--- src/rtl/change_scheduler.sv ---
// rtl/change_scheduler.sv - greedy coin-change planner and dispenser over four coin tubes
module change_scheduler #(
  parameter int TUBE_DEPTH = 15,
  parameter int AMT_W      = 6
) (
  input  logic             clock,
  input  logic             reset,
  input  logic             req_valid,
  input  logic [AMT_W-1:0] req_amount,
  output logic             req_ready,
  input  logic             refill,
  output logic             eject10,
  output logic             eject5,
  output logic             eject2,
  output logic             eject1,
  output logic             done,
  output logic             fail,
  output logic             busy,
  output logic [3:0]       cnt10,
  output logic [3:0]       cnt5,
  output logic [3:0]       cnt2,
  output logic [3:0]       cnt1
);

  typedef enum logic [2:0] {IDLE, PLAN, DISPENSE, DONE, FAIL} state_t;

  localparam logic [3:0]       FULL = 4'(TUBE_DEPTH);
  localparam logic [AMT_W-1:0] TEN  = AMT_W'(10);
  localparam logic [AMT_W-1:0] FIVE = AMT_W'(5);
  localparam logic [AMT_W-1:0] TWO  = AMT_W'(2);

  state_t           state, state_nxt;
  logic [AMT_W-1:0] amount;
  logic [3:0]       n10, n5, n2, n1;

  logic [AMT_W-1:0] q10, q5, q2, r1, r2, r3, r4;
  logic [3:0]       p10, p5, p2, p1;
  logic [5:0]       n_total;
  logic             accept;

  assign accept    = req_valid && req_ready;
  assign req_ready = (state == IDLE) && !refill;
  assign busy      = (state != IDLE);
  assign done      = (state == DONE);
  assign fail      = (state == FAIL);
  assign n_total   = 6'(n10) + 6'(n5) + 6'(n2) + 6'(n1);

  // Coins leave in value order; each eject is chosen purely from the remaining plan.
  assign eject10 = (state == DISPENSE) && (n10 != 4'd0);
  assign eject5  = (state == DISPENSE) && (n10 == 4'd0) && (n5 != 4'd0);
  assign eject2  = (state == DISPENSE) && (n10 == 4'd0) && (n5 == 4'd0) && (n2 != 4'd0);
  assign eject1  = (state == DISPENSE) && (n10 == 4'd0) && (n5 == 4'd0) && (n2 == 4'd0)
                   && (n1 != 4'd0);

  // Greedy plan limited by what each tube actually holds.
  always_comb begin
    q10 = amount / TEN;
    p10 = (q10 > AMT_W'(cnt10)) ? cnt10 : q10[3:0];
    r1  = amount - AMT_W'(p10) * TEN;
    q5  = r1 / FIVE;
    p5  = (q5 > AMT_W'(cnt5)) ? cnt5 : q5[3:0];
    r2  = r1 - AMT_W'(p5) * FIVE;
    q2  = r2 / TWO;
    p2  = (q2 > AMT_W'(cnt2)) ? cnt2 : q2[3:0];
    r3  = r2 - AMT_W'(p2) * TWO;
    p1  = (r3 > AMT_W'(cnt1)) ? cnt1 : r3[3:0];
    r4  = r3 - AMT_W'(p1);
  end

  // Next-state logic.
  always_comb begin
    state_nxt = state;
    case (state)
      IDLE:     if (accept) state_nxt = PLAN;
      PLAN: begin
        if (r4 != '0)                              state_nxt = FAIL;
        else if ((p10 | p5 | p2 | p1) == 4'd0)     state_nxt = DONE;
        else                                       state_nxt = DISPENSE;
      end
      DISPENSE: if (n_total == 6'd1) state_nxt = DONE;
      DONE:     state_nxt = IDLE;
      FAIL:     state_nxt = IDLE;
      default:  state_nxt = IDLE;
    endcase
  end

  // State register.
  always_ff @(posedge clock or negedge reset) begin
    if (!reset) state <= IDLE;
    else        state <= state_nxt;
  end

  // Latched request, remaining plan and tube inventory.
  always_ff @(posedge clock or negedge reset) begin
    if (!reset) begin
      amount <= '0;
      n10    <= 4'd0;
      n5     <= 4'd0;
      n2     <= 4'd0;
      n1     <= 4'd0;
      cnt10  <= FULL;
      cnt5   <= FULL;
      cnt2   <= FULL;
      cnt1   <= FULL;
    end else begin
      if (accept) amount <= req_amount;
      if ((state == IDLE) && refill) begin
        cnt10 <= FULL;
        cnt5  <= FULL;
        cnt2  <= FULL;
        cnt1  <= FULL;
      end
      if (state == PLAN) begin
        n10 <= p10;
        n5  <= p5;
        n2  <= p2;
        n1  <= p1;
      end
      if (eject10) begin n10 <= n10 - 4'd1; cnt10 <= cnt10 - 4'd1; end
      if (eject5)  begin n5  <= n5  - 4'd1; cnt5  <= cnt5  - 4'd1; end
      if (eject2)  begin n2  <= n2  - 4'd1; cnt2  <= cnt2  - 4'd1; end
      if (eject1)  begin n1  <= n1  - 4'd1; cnt1  <= cnt1  - 4'd1; end
    end
  end

endmodule

--- config.mk ---
export PLATFORM = sky130hd
export DESIGN_NAME = change_scheduler
export DESIGN_NICKNAME = d
export VERILOG_FILES = /design/src/rtl/change_scheduler.sv
export SDC_FILE = /design/constraint.sdc
export NUM_CORES = 1
export LEC_CHECK = 0
export BUFFER_PORTS_ARGS = -buffer_cell sky130_fd_sc_hd__buf_2
export CAP_MARGIN = 15
export CORE_MARGIN = 2
export CORE_UTILIZATION = 35
export DETAILED_ROUTE_END_ITERATION = 12
export PLACE_DENSITY = 0.59
export SLEW_MARGIN = 20
export SYNTH_ARGS = -nofsm -noshare
export SYNTH_HDL_FRONTEND = slang
export SYNTH_SLANG_ARGS = --single-unit
--- constraint.sdc ---
create_clock -name clock -period 16.6 [get_ports clock]
set_input_delay 2.49 -clock clock [delete_from_list [all_inputs] [get_ports clock]]
set_output_delay 2.49 -clock clock [all_outputs]
set_load 0.03 [all_outputs]
# [Word level (Yosys, flattened, before mapping)]
# Cells that the tools add are included.
[totals] ff_bits=41 latchBits=0 ramBits=0 rom_bits=0 inputBits=10 out_inout_bits=24 n_memories=0
[classes] add_sub_neg=15 multipliers=2 n_div=2 magnitude_cmp=4 eq_ne=7 shift=0 mux=22 n_bitwise=3 n_reduce_logical=31
[ops] cell="$mux 4" n=17
[ops] cell="$sub 4x1->4 const B" n=8
[ops] cell="$gt 6x4->1" n=3
[ops] cell="$logic_not 4->1" n=4
[ops] cell="$reduce_bool 2->1" n=8
[ops] cell="$reduce_bool 4->1" n=4
[ops] cell="$or 4x4->4" n=3
[ops] cell="$sub 6x6->6" n=2
[ops] cell="$logic_and 1x1->1" n=10
[ops] cell="$mux 3" n=3
[ops] cell="$pmux 3 s3" n=1
[ops] cell="$add 5x4->6" n=1
[ops] cell="$add 6x4->6" n=1
[ops] cell="$div 6x3->6 const B" n=1
[ops] cell="$div 6x4->6 const B" n=1
[ops] cell="$eq 3x2->1 const B" n=2
[ops] cell="$eq 6x1->1 const B" n=1
[ops] cell="$mul 4x3->6 const B" n=1
[ops] cell="$reduce_bool 6->1" n=1
[ops] cell="$sub 6x4->6" n=1
[ops] cell="$sub 6x5->6" n=1
[ops] cell="$add 4x4->5" n=1
[ops] cell="$gt 5x4->1" n=1
[ops] cell="$mul 4x3->5 const B" n=1
[ops] cell="9 further kinds" n=9

# [Logic depth before layout (Yosys ltp)]
# Gate-level depths: netlist of the first run.
[depth] ltp_word=20 ltp_mapped=80

# [Least setup slack after synthesis of the first run]
# No wires, ideal clock.
[synth_path] path_kind="reg2reg" start="reg amount[5]" end="reg state[0]" setup_time_ps=93 arrival_time_ps=15084 slack_ps=1423 stages_incl_launch_ff=76 cell_sequence="dfrtp_1 buf_4 nor2_1 a21oi_1 o22ai_1 a221o_1 ha_1 nand3_1 o31ai_1 o31ai_1 and2_1 inv_1 ha_1 inv_1 ha_1 and3b_1 nor2_1 xnor2_1 (+40 left out) nor2_1 nor3_1 a21oi_1 nand2_1 ha_1 a21oi_1 a41o_1 or4b_4 a211oi_2 buf_6 nand2_1 o21ai_0 ha_1 a21oi_1 nand4_1 a311oi_1 nor2_1 o31ai_2"
[synth_between] elab_chain_cells=20 elab_cells_between_ends=24
[synth_lines] item="from (decl)" line="33" text="logic [AMT_W-1:0] amount;"
[synth_lines] item="from (signal assigned)" line="106" text="if (accept) amount <= req_amount;"
[synth_lines] item="parallel branches: the longest is 18 deep, another holds $div 6x4->6"
[synth_lines] item="$mux 3 *" line="76" text="if (r4 != '0) state_nxt = FAIL;"
[synth_lines] item="$pmux 3 s3 *" line="73" text="case (state)"
[synth_lines] item="to (signal assigned)" line="90" text="else state <= state_nxt;"
[synth_lines] item="to (decl)" line="32" text="state_t state, state_nxt;"
# Mark *: on every way between the ends.
# A chain may end at the register's enable or synchronous reset.

# [Worst setup path in the final report of the first run]
[layout_path] start="reg amount[3]" end="reg state[2]"
[layout_between] elab_chain_cells=19
[layout_lines] item="$div 6x4->6" line="57" text="q10 = amount / TEN;"
[layout_lines] item="$gt 6x4->1" line="58" text="p10 = (q10 > AMT_W'(cnt10)) ? cnt10 : q10[3:0];"
[layout_lines] item="$mux 4" line="58"
[layout_lines] item="$mul 4x3->5" line="59" text="r1 = amount - AMT_W'(p10) * TEN;"
[layout_lines] item="$sub 6x6->6 *" line="59"
[layout_lines] item="$div 6x3->6" line="60" text="q5 = r1 / FIVE;"
[layout_lines] item="$gt 6x4->1" line="61" text="p5 = (q5 > AMT_W'(cnt5)) ? cnt5 : q5[3:0];"
[layout_lines] item="$mux 4" line="61"
[layout_lines] item="(+3 left out)"
[layout_lines] item="$mux 4" line="64" text="p2 = (q2 > AMT_W'(cnt2)) ? cnt2 : q2[3:0];"
[layout_lines] item="$sub 6x5->6 *" line="65" text="r3 = r2 - AMT_W'(p2) * TWO;"
[layout_lines] item="$gt 6x4->1" line="66" text="p1 = (r3 > AMT_W'(cnt1)) ? cnt1 : r3[3:0];"
[layout_lines] item="$mux 4" line="66"
[layout_lines] item="$sub 6x4->6 *" line="67" text="r4 = r3 - AMT_W'(p1);"
[layout_lines] item="$reduce_bool 6->1 *" line="76"
[layout_lines] item="$mux 3 *" line="76"
[layout_lines] item="$pmux 3 s3 *" line="73"
# Mark *: on every way between the ends. The rest lies on a longest branch, timed or not.

==> impl_metrics.env, run 1 <==
export IMPL_core_rowCount=42
export IMPL_clkLatencyLatePin_ps=300
export IMPL_critical_path_max_fanout=13
export IMPL_drive_gt1_frac=0.1882
export IMPL_grt_first_pass_wirelength_um=20910
export IMPL_yosysWarningCount=0
export IMPL_synth_commonest_cells="57 x inv_1, 52 x ha_1, 49 x o21ai_0, 45 x nor2_1, 42 x nand2_1"
export IMPL_synth_top_area_frac=0.1384
export IMPL_dpl_hpwl_um=9544
export IMPL_cts_buffers=5
export IMPL_worst_pin_slew_ps=732.9
export IMPL_initialDrtViolationCount=280
export IMPL_synth_top_flop_cell="dfrtp_1"
export IMPL_hp_start="cnt1[3]"
export IMPL_hold_buffers=0
export IMPL_clockRootBuffer="clkbuf_16"
export IMPL_initial_core_util=0.3564
export IMPL_finalCritPeriodShare=0.9326
export IMPL_synth_most_common_cell="inv_1"
export IMPL_syn_area_um2=4701
export IMPL_hold_path_class="reg -> reg"
export IMPL_io_buffers=33
export IMPL_syn_inst=561
export IMPL_postPlaceCellArea_um2=5052
export IMPL_pre_cts_slack_ps=-50.36
export IMPL_path_clk_slew_ps=60
export IMPL_cp_arrival_ps=15650
export IMPL_async_flop_share=1.000
export IMPL_r2r_slack_ps=1120
export IMPL_fmaxAchievable_mhz=64.59
export IMPL_pin_count=34
export IMPL_grt_antenna_before_repair=1
export IMPL_die_area_um2=14370
export IMPL_start_kind="flop"
export IMPL_syn_area_per_cell_um2=8.379
export IMPL_reg2reg_from="amount[3]"
export IMPL_synth_area_leaders="ha_1 14%, dfrtp_1 13%, dfstp_2 8.9%"
export IMPL_finalWirelength_um=12460
export IMPL_core_um2=13190
export IMPL_critical_path_slowest_cell="mux4_2"
export IMPL_vias=4305
export IMPL_worstRegToRegCells=70
export IMPL_antennaDiodeCount=0
export IMPL_die_x_um=119.9
export IMPL_min_path_cells=2
export IMPL_grt_pass1_vias=4201
export IMPL_yosysSeqAreaShare=0.2225
export IMPL_dr_pass1_iters=5
export IMPL_drv_cap=0
export IMPL_fin_crit_ps=15480
export IMPL_slew_viol_final=0
export IMPL_grt_start_max_net_pins=42
export IMPL_final_area_um2=5310
export IMPL_max_slew_margin=0.5096
export IMPL_finalHoldViolCount=0
export IMPL_nets=668
export IMPL_synth_edf_count=0
export IMPL_area_growth_pct=12.96
export IMPL_synth_seq_cells=41
export IMPL_status="complete, no violations"
export IMPL_crit_type="reg -> reg"
export IMPL_cts_buffer_depth=2
export IMPL_vias_per_cell=5.584
export IMPL_cts_sinks=41
export IMPL_remaining_drc_errors=0
export IMPL_startpoint="amount[3]"
export IMPL_cts_tree="yes"
export IMPL_cp_common_cell="ha_1"
export IMPL_finalSetupViolCount=0
export IMPL_setup_ws_ps=1118
export IMPL_syn_nets=635
export IMPL_synth_cell_types=71
export IMPL_fp_dieH_um=119.9
export IMPL_finalWeightedCongestion=0.9115
export IMPL_endpoint_kind="flop"
export IMPL_ant_nets=0
export IMPL_grt_util_all_layers=0.1809
export IMPL_cpPeakStageDelay_ps=550
export IMPL_yosysTopAreaCell="ha_1"
export IMPL_wl_per_cell_um=16.16
export IMPL_grt_overflow_total=0
export IMPL_htree_levels=2
export IMPL_cp_required_ps=16770
export IMPL_worst_clock_skew_ps=6.432
[critical path, delay by kind of cell (launching register included)]
kind / cells / cell delay [ps]
AO/OA/AOI/OAI: 24 / 4600
multiplexers: 5 / 1590
flip-flops: 1 / 460
adder cells (fa/ha/maj): 15 / 4410
XOR/XNOR: 1 / 290
buffers and inverters: 10 / 1180
AND/OR/NAND/NOR: 15 / 2780
[through the flow]
stage | TNS, ps | hold slack (ps) | std cells | utilization
2_1_floorplan | 0 | 516.7 | 561 | -
3_3_place_gp | 0 | 522.9 | 761 | 0.3830
3_5_place_dp | -63.42 | 535.9 | 761 | 0.3830
4_1_cts | 0 | 546.7 | 769 | 0.3941
5_1_grt | -45.88 | 560.4 | 771 | 0.4026
6_report | 0 | 541.0 | 771 | 0.4026
[flip-flops by register name, summed over array words and instances, names as in the netlist]
register / cells
cnt2: 4
cnt5: 4
amount: 6
cnt1: 4
n1: 4
n10: 4
cnt10: 4
n5: 4
state: 3
n2: 4
[routing by layer]
layer | routed length [um] | part of all wire | global-route usage | vias up
met5 | 0 | 0 | 0 | -
met4 | 252 | 0.020 | 0.05221 | 0
met3 | 513 | 0.041 | 0.02899 | 22
met2 | 5680 | 0.46 | 0.2861 | 119
met1 | 6010 | 0.48 | 0.2555 | 2072
li1 | - | - | - | 2092
[layout make-up]
type / count / area, um2
clock inverter: 2 / 10.01
timing repair buffer: 40 / 220.2
tap: 176 / 220.2
inverter: 58 / 217.7
sequential: 41 / 1047
fill: 1307 / 7880
multi-input combinational: 448 / 3466
clock buffer: 6 / 128.9
[final timing paths]
check                             to
min in group asynchronous  amount[1]
min                          cnt1[3]
min reg2reg                  cnt1[3]
max                         state[2]
max reg2reg                 state[2]
max in group asynchronous    cnt2[2]
[logic make-up after synthesis]
logic type	synth area share
AND/OR/NAND/NOR	0.2151
AO/OA/AOI/OAI	0.2204
buffers and inverters	0.06149
adder cells (fa/ha/maj)	0.1895
flip-flops	0.2225
multiplexers	0.05031
XOR/XNOR	0.03993
other	0.0007977
[what timing repair did]
action                     4_1_cts  5_1_grt
setup buffers                    0        2
pin swaps                        0        2
resized for setup                1       21
setup endpoints to repair        3        7
[cell usage in the layout (no fill, tap or decap), types with 11 or more instances in the layout]
cell type,Yosys,layout
inv_1,57,57
ha_1,52,52
o21ai_0,49,46
nor2_1,45,44
nand2_1,42,42
buf_2,0,32
a21oi_1,34,30
dfrtp_1,25,24
nand3_1,16,16
dfstp_2,16,16
nor3_1,14,14
nand2b_1,13,13
xnor2_1,13,12
o221ai_1,12,12
fa_1,12,12
and3_1,11,11
Power of run 1 is left out: the tool's default activity adds up to more than one toggle a clock period on the data nets, which glitch-free logic cannot reach.
==> run 2, diff against run 1 <==
Settings changed: ABC_AREA set to 1, CELL_PAD_IN_SITES_DETAIL_PLACEMENT set to 1, CELL_PAD_IN_SITES_GLOBAL_PLACEMENT set to 1, PLACE_DENSITY 0.59 to 0.74.
Clock period 16.6 ns to 18.7 ns, I/O delays scaled along.
==> impl_metrics.env, run 2 <==
export IMPL_syn_area_um2=4387
export IMPL_core_um2=12110
export IMPL_ant_nets=0
export IMPL_fp_dieH_um=116.0
export IMPL_final_common_cell="nand2_1"
export IMPL_die_x_um=116.0
export IMPL_syn_inst=601
export IMPL_fmaxAchievable_mhz=77.16
export IMPL_critical_path_slowest_cell="o21ai_0"
export IMPL_die_area_um2=13440
export IMPL_status="complete, no violations"
export IMPL_htree_levels=2
export IMPL_hold_buffers=0
export IMPL_vias=4044
export IMPL_multi_input_area_um2=2855
export IMPL_synth_commonest_cells="135 x nand2_1, 113 x inv_1, 52 x ha_1, 39 x nand3_1, 34 x nor2_1"
export IMPL_drv_cap=0
export IMPL_max_slew_margin=0.4744
export IMPL_cp_required_ps=18890
export IMPL_synth_top_flop_cell="dfrtp_1"
export IMPL_finalCritPeriodShare=0.6931
export IMPL_worst_clock_skew_ps=2.936
export IMPL_endpoint_kind="flop"
export IMPL_syn_nets=675
export IMPL_crit_type="reg -> reg"
export IMPL_cts_sinks=41
export IMPL_start_kind="flop"
export IMPL_fin_setup_tns_ps=0
export IMPL_regMostFlops="amount"
export IMPL_finalWeightedCongestion=0.8276
export IMPL_finalSetupViolCount=0
export IMPL_finalHoldViolCount=0
export IMPL_postPlaceCellArea_um2=4753
export IMPL_cp_common_cell="nand2_1"
export IMPL_vias_per_cell=5.005
export IMPL_yosysWarningCount=0
export IMPL_grt_pass1_vias=4492
export IMPL_area_growth_pct=11.75
export IMPL_synth_cell_types=47
export IMPL_critical_path_max_fanout=13
export IMPL_yosysTopAreaCell="ha_1"
export IMPL_hold_path_class="reg -> reg"
export IMPL_synth_top_area_frac=0.1483
export IMPL_io_buffers=33
export IMPL_clockRootBuffer="clkbuf_16"
export IMPL_initialDrtViolationCount=151
export IMPL_pin_count=34
export IMPL_grt_overflow_total=0
export IMPL_syn_area_per_cell_um2=7.299
export IMPL_fin_crit_ps=12960
export IMPL_cp_arrival_ps=13150
export IMPL_cts_buffer_depth=2
export IMPL_finalWirelength_um=12170
export IMPL_grt_setup_unrepaired="false"
export IMPL_synth_area_leaders="ha_1 15%, dfrtp_1 14%, nand2_1 12%"
export IMPL_setup_ws_ps=5739
export IMPL_dpl_hpwl_um=9882
export IMPL_path_clk_slew_ps=70
export IMPL_grt_antenna_before_repair=0
export IMPL_grt_first_pass_wirelength_um=21110
export IMPL_synth_edf_count=0
export IMPL_final_area_um2=4902
export IMPL_cts_resized=0
export IMPL_worst_pin_slew_ps=780.1
export IMPL_area_sequential_um2=1046
export IMPL_clkLatencyLatePin_ps=290
export IMPL_async_flop_share=1.000
export IMPL_initial_core_util=0.3622
export IMPL_grt_start_max_net_pins=42
export IMPL_grt_util_all_layers=0.1971
export IMPL_synth_seq_cells=41
export IMPL_nets=713
export IMPL_post_route_util=0.4048
export IMPL_nFillCells=1551
export IMPL_cts_tree="yes"
export IMPL_layout_common_cells="135 x nand2_1, 113 x inv_1, 52 x ha_1, 39 x nand3_1, 34 x nor2_1"
export IMPL_remaining_drc_errors=0
export IMPL_yosysSeqAreaShare=0.2384
export IMPL_antennaDiodeCount=0
export IMPL_cts_buffers=5
export IMPL_drive_gt1_frac=0.1688
export IMPL_largest_reg_flops=6
export IMPL_core_rowCount=40
export IMPL_slew_viol_final=0
export IMPL_cpPeakStageDelay_ps=660
export IMPL_cts_setup_buffers=0
export IMPL_pre_cts_slack_ps=5742
export IMPL_synth_most_common_cell="nand2_1"
export IMPL_dr_pass1_iters=4
export IMPL_wl_per_cell_um=15.06
-- run 2: cell type report --
class	instances	share of cell area
Inverter	123	0.09418
Multi-Input combinational cell	433	0.5824
Sequential cell	41	0.2134
Timing Repair Buffer	35	0.03726
Clock buffer	5	0.02552
Tap cell	168	0.04288
Clock inverter	3	0.004339
-- run 2: cells by family after synthesis --
logic type               after synthesis  synth area share
XOR/XNOR                              11           0.02681
AO/OA/AOI/OAI                         86            0.1221
flip-flops                            41            0.2384
multiplexers                           1          0.002282
AND/OR/NAND/NOR                      270            0.2958
adder cells (fa/ha/maj)               64            0.2031
other                                  1         0.0008549
buffers and inverters                127            0.1107
-- run 2: final timing paths --
| kind | startpoint | slack (ps) | endpoint | depth (start not counted) |
|---|---|---|---|---|
| min in group asynchronous | reset | 2520 | state[1] | 1 |
| worst max-delay path | amount[5] | 5740 | state[2] | 82 |
| max in group asynchronous | reset | 15790 | n2[0] | 1 |
| worst min-delay path | cnt5[0] | 520 | cnt5[0] | 2 |
| worst max register to register | amount[5] | 5740 | state[2] | 82 |
| worst min register to register | cnt5[0] | 520 | cnt5[0] | 2 |
-- run 2: worst max-delay path, delay by kind of cell, from the launching register on --
kind | cells | cell delay (ps)
XOR/XNOR | 2 | 350
AO/OA/AOI/OAI | 12 | 2770
flip-flops | 1 | 420
buffers and inverters | 14 | 1120
AND/OR/NAND/NOR | 39 | 3950
adder cells (fa/ha/maj) | 15 | 4230
-- run 2: through the flow --
stage	instances	hold WS, ps
3_5_place_dp	800	517.4
3_3_place_gp	800	514.4
5_1_grt	808	560.2
6_report	808	521.2
4_1_cts	808	532.8
2_1_floorplan	601	493.2
-- run 2: layer usage --
| layer | vias to the layer above | part of all wire | wire, um | GRT usage |
|---|---|---|---|---|
| met3 | 15 | 0.017 | 209 | 0.02667 |
| met4 | 0 | 0.014 | 171 | 0.04365 |
| li1 | 2025 | - | - | - |
| met2 | 38 | 0.51 | 6228 | 0.3715 |
| met1 | 1966 | 0.46 | 5561 | 0.2377 |
| met5 | - | 0 | 0 | 0 |
Power of run 2 is left out for the same reason.
